[config.mk]
export PLATFORM = sky130hd
export DESIGN_NAME = fixed_32_sat_acc
export DESIGN_NICKNAME = d
export VERILOG_FILES = /design/src/rtl/fixed_32_sat_acc.sv
export SDC_FILE = /design/constraint.sdc
export NUM_CORES = 1
export LEC_CHECK = 0
export BUFFER_PORTS_ARGS = -buffer_cell sky130_fd_sc_hd__buf_2
export CAP_MARGIN = 0
export CORE_ASPECT_RATIO = 1.75
export CORE_MARGIN = 5
export CORE_UTILIZATION = 45
export DETAILED_ROUTE_END_ITERATION = 10
export PLACE_DENSITY = 0.68
export SYNTH_ARGS = -nofsm -noshare
export SYNTH_HDL_FRONTEND = slang
export SYNTH_SLANG_ARGS = --single-unit
[constraint.sdc]
create_clock -name clk -period 3.4 [get_ports clk]
set_input_delay 0.17 -clock clk [delete_from_list [all_inputs] [get_ports clk]]
set_output_delay 0.17 -clock clk [all_outputs]
set_load 0.03 [all_outputs]
[src/rtl/fixed_32_sat_acc.sv]
// fixed_32_sat_acc: saturating Q24.8 vector accumulator with valid/ready result port
module fixed_32_sat_acc #(
  parameter int DATA_W     = 32,
  parameter int FRACT_BITS = 8,
  parameter int MAX_TERMS  = 16,
  parameter int CNT_W      = $clog2(MAX_TERMS + 1)
) (
  input  logic              clk,
  input  logic              rst_n,
  input  logic [DATA_W-1:0] p_in,
  input  logic              ovf_in,
  input  logic              udf_in,
  input  logic              in_valid,
  input  logic              in_last,
  output logic              in_ready,
  output logic [DATA_W-1:0] sum_out,
  output logic              sat_flag,
  output logic              trunc_flag,
  output logic [CNT_W-1:0]  term_count,
  output logic              out_valid,
  input  logic              out_ready
);
  typedef enum logic {ACCUM, HOLD} state_t;
  localparam logic [DATA_W-1:0] MAX_V = {1'b0, {(DATA_W-1){1'b1}}};
  localparam logic [DATA_W-1:0] MIN_V = {1'b1, {(DATA_W-1){1'b0}}};
  state_t state_q, state_d;
  logic [DATA_W-1:0] acc_q, acc_d, sum_q, sum_d, term, add;
  logic [DATA_W:0] ext;
  logic [CNT_W-1:0] cnt_q, cnt_d;
  logic sat_q, sat_d, trunc_q, trunc_d, pos_clamp, neg_clamp, fire, close, pop;
  assign in_ready   = state_q == ACCUM;
  assign out_valid  = state_q == HOLD;
  assign sum_out    = sum_q;
  assign sat_flag   = sat_q;
  assign trunc_flag = trunc_q;
  assign term_count = cnt_q;
  // Select the term, add with one guard bit and clamp; the close registers the result and moves to HOLD.
  always_comb begin
    term      = ovf_in ? MAX_V : udf_in ? MIN_V : p_in;
    ext       = {acc_q[DATA_W-1], acc_q} + {term[DATA_W-1], term};
    pos_clamp = ext[DATA_W:DATA_W-1] == 2'b01;
    neg_clamp = ext[DATA_W:DATA_W-1] == 2'b10;
    add       = pos_clamp ? MAX_V : neg_clamp ? MIN_V : ext[DATA_W-1:0];
    fire      = in_valid & in_ready;
    close     = fire & (in_last | (cnt_q == CNT_W'(MAX_TERMS - 1)));
    pop       = out_valid & out_ready;
    state_d   = pop ? ACCUM : close ? HOLD : state_q;
    acc_d     = pop ? '0 : fire ? add : acc_q;
    sum_d     = close ? add : sum_q;
    sat_d     = pop ? 1'b0 : fire ? (sat_q | ovf_in | udf_in | pos_clamp | neg_clamp) : sat_q;
    trunc_d   = pop ? 1'b0 : close ? ~in_last : trunc_q;
    cnt_d     = pop ? '0 : fire ? cnt_q + CNT_W'(1) : cnt_q;
  end
  // State and datapath registers with synchronous active-low reset.
  always_ff @(posedge clk) begin
    if (!rst_n) begin
      state_q <= ACCUM;
      acc_q   <= '0;
      sum_q   <= '0;
      sat_q   <= 1'b0;
      trunc_q <= 1'b0;
      cnt_q   <= '0;
    end else begin
      state_q <= state_d;
      acc_q   <= acc_d;
      sum_q   <= sum_d;
      sat_q   <= sat_d;
      trunc_q <= trunc_d;
      cnt_q   <= cnt_d;
    end
  end
endmodule

==> results by stage <==
Power and ir drop:
- The overall power consumption is 0.00371 W.
- The total power density per cell area is ~630 nW/um^2.
- The worst ir drop on vdd is ~0.32 mV.
- The static power due to leakage is roughly 2.8 nW.

Critical path:
- STA classifies the critical path startpoint as a register.
- The worst reg2reg path depth is 11.
- The worst stage delay on the critical path is between 0.6 and 0.7 ns.
- The endpoint type of the worst setup path is a register.
- STA puts the critical path data required time at between 3 and 4 ns.
- The count of buffer and inverter cells on the critical path is 1.
- Counting buffers and inverters, the worst setup path is 11 cells deep.
- The cell with the largest stage delay on the worst path is sky130_fd_sc_hd__nor2_4.
- Walking the worst path, the cells encountered are ha_1 > fa_1 > nand3_1 > a211oi_1 > nor3_2 > a211o_1 > and3_4 > buf_4 > a21oi_2 > nor2_4 > o221a_2.
- The family of cells with the greatest summed delay on the critical path is simple AND/OR/NAND/NOR gates.
- The critical path start-end classification is reg -> reg.
- The arrival time of data at the critical path endpoint is between 3 and 4 ns.
- In this run the worst path has a maximum fanout of 28.

Placement:
- The half-perimeter wire length after detailed placement is approximately 11,000 um.
- The count of input and output buffers is 79.
- At the end of routability-driven placement, the weighted congestion stood at between 0.9 and 1.
- Timing analysis after detailed placement gives a worst setup slack of -0.110 ns.
- The placed instance area is ~5600 sq um.

Clocking:
- After clock tree synthesis, the flow added hold-fix buffers numbering 0.
- The latest clock arrival within the worst-skew pair is approximately 0.34 ns.
- The buffer cell driving the clock tree root is sky130_fd_sc_hd__clkbuf_16.
- Clock-pin slew was measured on the worst setup and hold paths at 0.06 ns.
- The H-tree was split into 3 levels.
- TritonCTS built the clock tree.
- Clock tree synthesis inserted a total of 9 buffers.
- The number of gates resized after CTS is 0.
- The number of setup buffers added after CTS is 0.
- Counting every sink on the clock net gives just over 70.
- The maximum buffer depth of the clock tree is 2.

Routing:
- The detail route stage leaves a number of antenna-violating nets equal to 0.
- The average wire per standard cell is 19.2 um.
- The routed layout has 4,675 vias.
- After detailed routing, the number of vias per cell comes to 6.06.
- For this run, the detailed router's first-pass iteration total came to 5.
- The detailed-route DRC error count is 0.
- The iteration-0 DRC count of the detailed router is between 200 and 250.
- The sum of routed wire length over all layers is 14,800 um.

Synthesis:
- The share of flip-flops with an asynchronous set or reset after synthesis is 0%.
- The commonest cells after synthesis are sky130_fd_sc_hd__dfxtp_1, sky130_fd_sc_hd__o221a_2, sky130_fd_sc_hd__a21oi_1, sky130_fd_sc_hd__nor2_1, sky130_fd_sc_hd__a21o_1.
- By area the synthesized netlist is led by sky130_fd_sc_hd__dfxtp_1, sky130_fd_sc_hd__o221a_2, sky130_fd_sc_hd__ha_1, sky130_fd_sc_hd__a21o_1, sky130_fd_sc_hd__a21oi_1.
- The number of cells produced by synthesis is between 500 and 600.
- After synthesis the netlist holds a flip-flop and latch count of a little over 70.
- The share of the synthesized area in the top cell type is 29.8%.
- Yosys mapped the design onto 69 distinct sky130hd cell types.
- In this run, synthesis inferred 0 flip-flops with an integrated enable.
- In the synthesized netlist the dominant register cell turns out to be sky130_fd_sc_hd__dfxtp_1.
- When the netlist entered floorplanning its net count stood at a little over 600.
- The synthesized netlist occupies a cell area of between 4000 and 5000 sq um.
- The sequential cell area fraction in the yosys report is 29.8%.
- The largest total area in the synthesized netlist belongs to sky130_fd_sc_hd__dfxtp_1.
- The Yosys step of the flow raised 0 warnings.
- sky130_fd_sc_hd__dfxtp_1 is the most common cell in the netlist.
- The synthesized area per cell is 8.94 sq um.

Die:
- Once the floorplan was initialized, standard cells occupied 45.5% of the core.
- The floorplan step set the die height to 147 um.
- The die extent in x is just under 90 um.
- The overall die area is roughly 13,000 sq um.
- In this run the standard cell core region covers approximately 11,000 sq um.
- For this design the top-level I/O count stands at 80.
- Row generation in the floorplan step produced 50 rows.

Timing:
- Timing would allow up to 311 MHz.
- In the post-route analysis, the smallest setup slack over all paths is 0.183 ns.
- The number of max-slew violations in the final report is 0.
- Setup repair after global routing left no endpoint under its margin.
- Headroom to the max-slew limit came out at between 40% and 50%.
- The final-report hold violation count came to 0.
- Setup violations remaining at the end of the flow were counted as 0.
- The part of the cycle the worst path needs is 94.6%.
- The post-route clock skew is around 0.0066 ns.
- The slew of the pin with the lowest slew margin is 0.784 ns.
- The worst path needs about 3.2 ns of the cycle, external delays included.

Global route:
- Entering global routing, the biggest net connects between 40 and 50 pins.
- The initial antenna violation count was 0.
- For this run the aggregate overflow at the end of global routing stands at 0.
- Global routing used between 20% and 30% of the available tracks across all layers.
- The via count of the first global-routing pass is 4,917.
- The first-pass GRT wire length is ~24,000 um.

Min path:
- The worst hold path depth is 2.
- The tightest min-delay check is of the in -> reg type.

Status:
- The run finished with clean final reports.

Job:
- The reported max-cap violation count is 0.

Layout:
- After routing the design area is about 6000 sq um.
- Once layout is complete, the utilization of the core stands at 55.3%.
- 0 antenna diodes ended up in the layout.
- The fraction of final layout cells with drive strength greater than 1 is roughly a third.
- The net count reported at finish is just over 700.
- Relative to the synthesized area, the layout overhead comes to 21.7%.
[per-layer routing]
layer | track usage (%) | wire (um) | vias up
met2 | 42.3 | 8220 | 104
met4 | 13.1 | 612 | 0
met5 | 0 | 0 | -
li1 | - | - | 2266
met3 | 2.97 | 486 | 40
met1 | 24.2 | 5530 | 2265
[where the power goes]
part           switching (W)  internal (W)  total, W
logic                0.00104      0.000725   0.00176
clock network       0.000402      0.000521  0.000924
registers          0.0000724      0.000957   0.00103
total                0.00151       0.00220   0.00371
[sequential cells by signal, summed over array words and instances (netlist names)]
name / cells
sum_out: 32
term_count: 5
sat_flag: 1
trunc_flag: 1
out_valid: 1
acc_q: 32
[stage by stage]
step | hold WS [ns] | setup TNS, ns | instances
4_1_cts | 0.00825 | 0 | 771
6_report | 0.0152 | 0 | 772
2_1_floorplan | 0.266 | 0 | 541
3_3_place_gp | 0.370 | -0.395 | 755
5_1_grt | 0.0132 | 0 | 772
3_5_place_dp | 0.371 | -3.51 | 755
[final timing paths]
| check | start | to | slack, ns |
|---|---|---|---|
| max | acc_q[0] | acc_q[19] | 0.18 |
| min | in_last | trunc_flag | 0.02 |
| max reg2reg | acc_q[0] | acc_q[19] | 0.18 |
| min reg2reg | sat_flag | sat_flag | 0.46 |
[placed cells by master (no fill, tap or decap), types with 4 or more instances in the layout]
cell	n
sky130_fd_sc_hd__buf_2	79
sky130_fd_sc_hd__dfxtp_1	72
sky130_fd_sc_hd__o221a_2	54
sky130_fd_sc_hd__a21oi_1	45
sky130_fd_sc_hd__nor2_1	43
sky130_fd_sc_hd__a21o_1	40
sky130_fd_sc_hd__buf_4	37
sky130_fd_sc_hd__ha_1	35
sky130_fd_sc_hd__nand2_1	33
sky130_fd_sc_hd__o21ai_0	21
sky130_fd_sc_hd__xnor2_1	13
sky130_fd_sc_hd__inv_1	12
sky130_fd_sc_hd__xor2_1	12
sky130_fd_sc_hd__o21a_1	10
sky130_fd_sc_hd__nand3_1	9
sky130_fd_sc_hd__clkbuf_16	9
sky130_fd_sc_hd__nor3_1	8
sky130_fd_sc_hd__nand4_1	7
sky130_fd_sc_hd__a31oi_1	7
sky130_fd_sc_hd__nor3b_1	6
sky130_fd_sc_hd__a211oi_1	6
sky130_fd_sc_hd__and2_1	6
sky130_fd_sc_hd__o211ai_1	4
sky130_fd_sc_hd__o21bai_1	4
sky130_fd_sc_hd__nand2b_1	4
[area by class of cell]
| cell class | instances | area, sq um |
|---|---|---|
| clock buffer | 10 | 239 |
| clock inverter | 6 | 50.0 |
| fill | 1023 | 4750 |
| inverter | 12 | 45.0 |
| multi-input combinational | 423 | 3210 |
| sequential | 72 | 1440 |
| tap | 130 | 163 |
| timing repair buffer | 119 | 733 |
[cell families after synthesis]
family | share of synthesized area [%]
DFF | 29.8
muxes | 0.725
xor gates and xnor gates | 4.53
AOI/OAI and AO/OA | 36.9
buffers and inverters | 4.37
adders and majority gates | 9.47
and+or+nand+nor | 14.2
No activity file was read; power rests on OpenSTA's default activity.
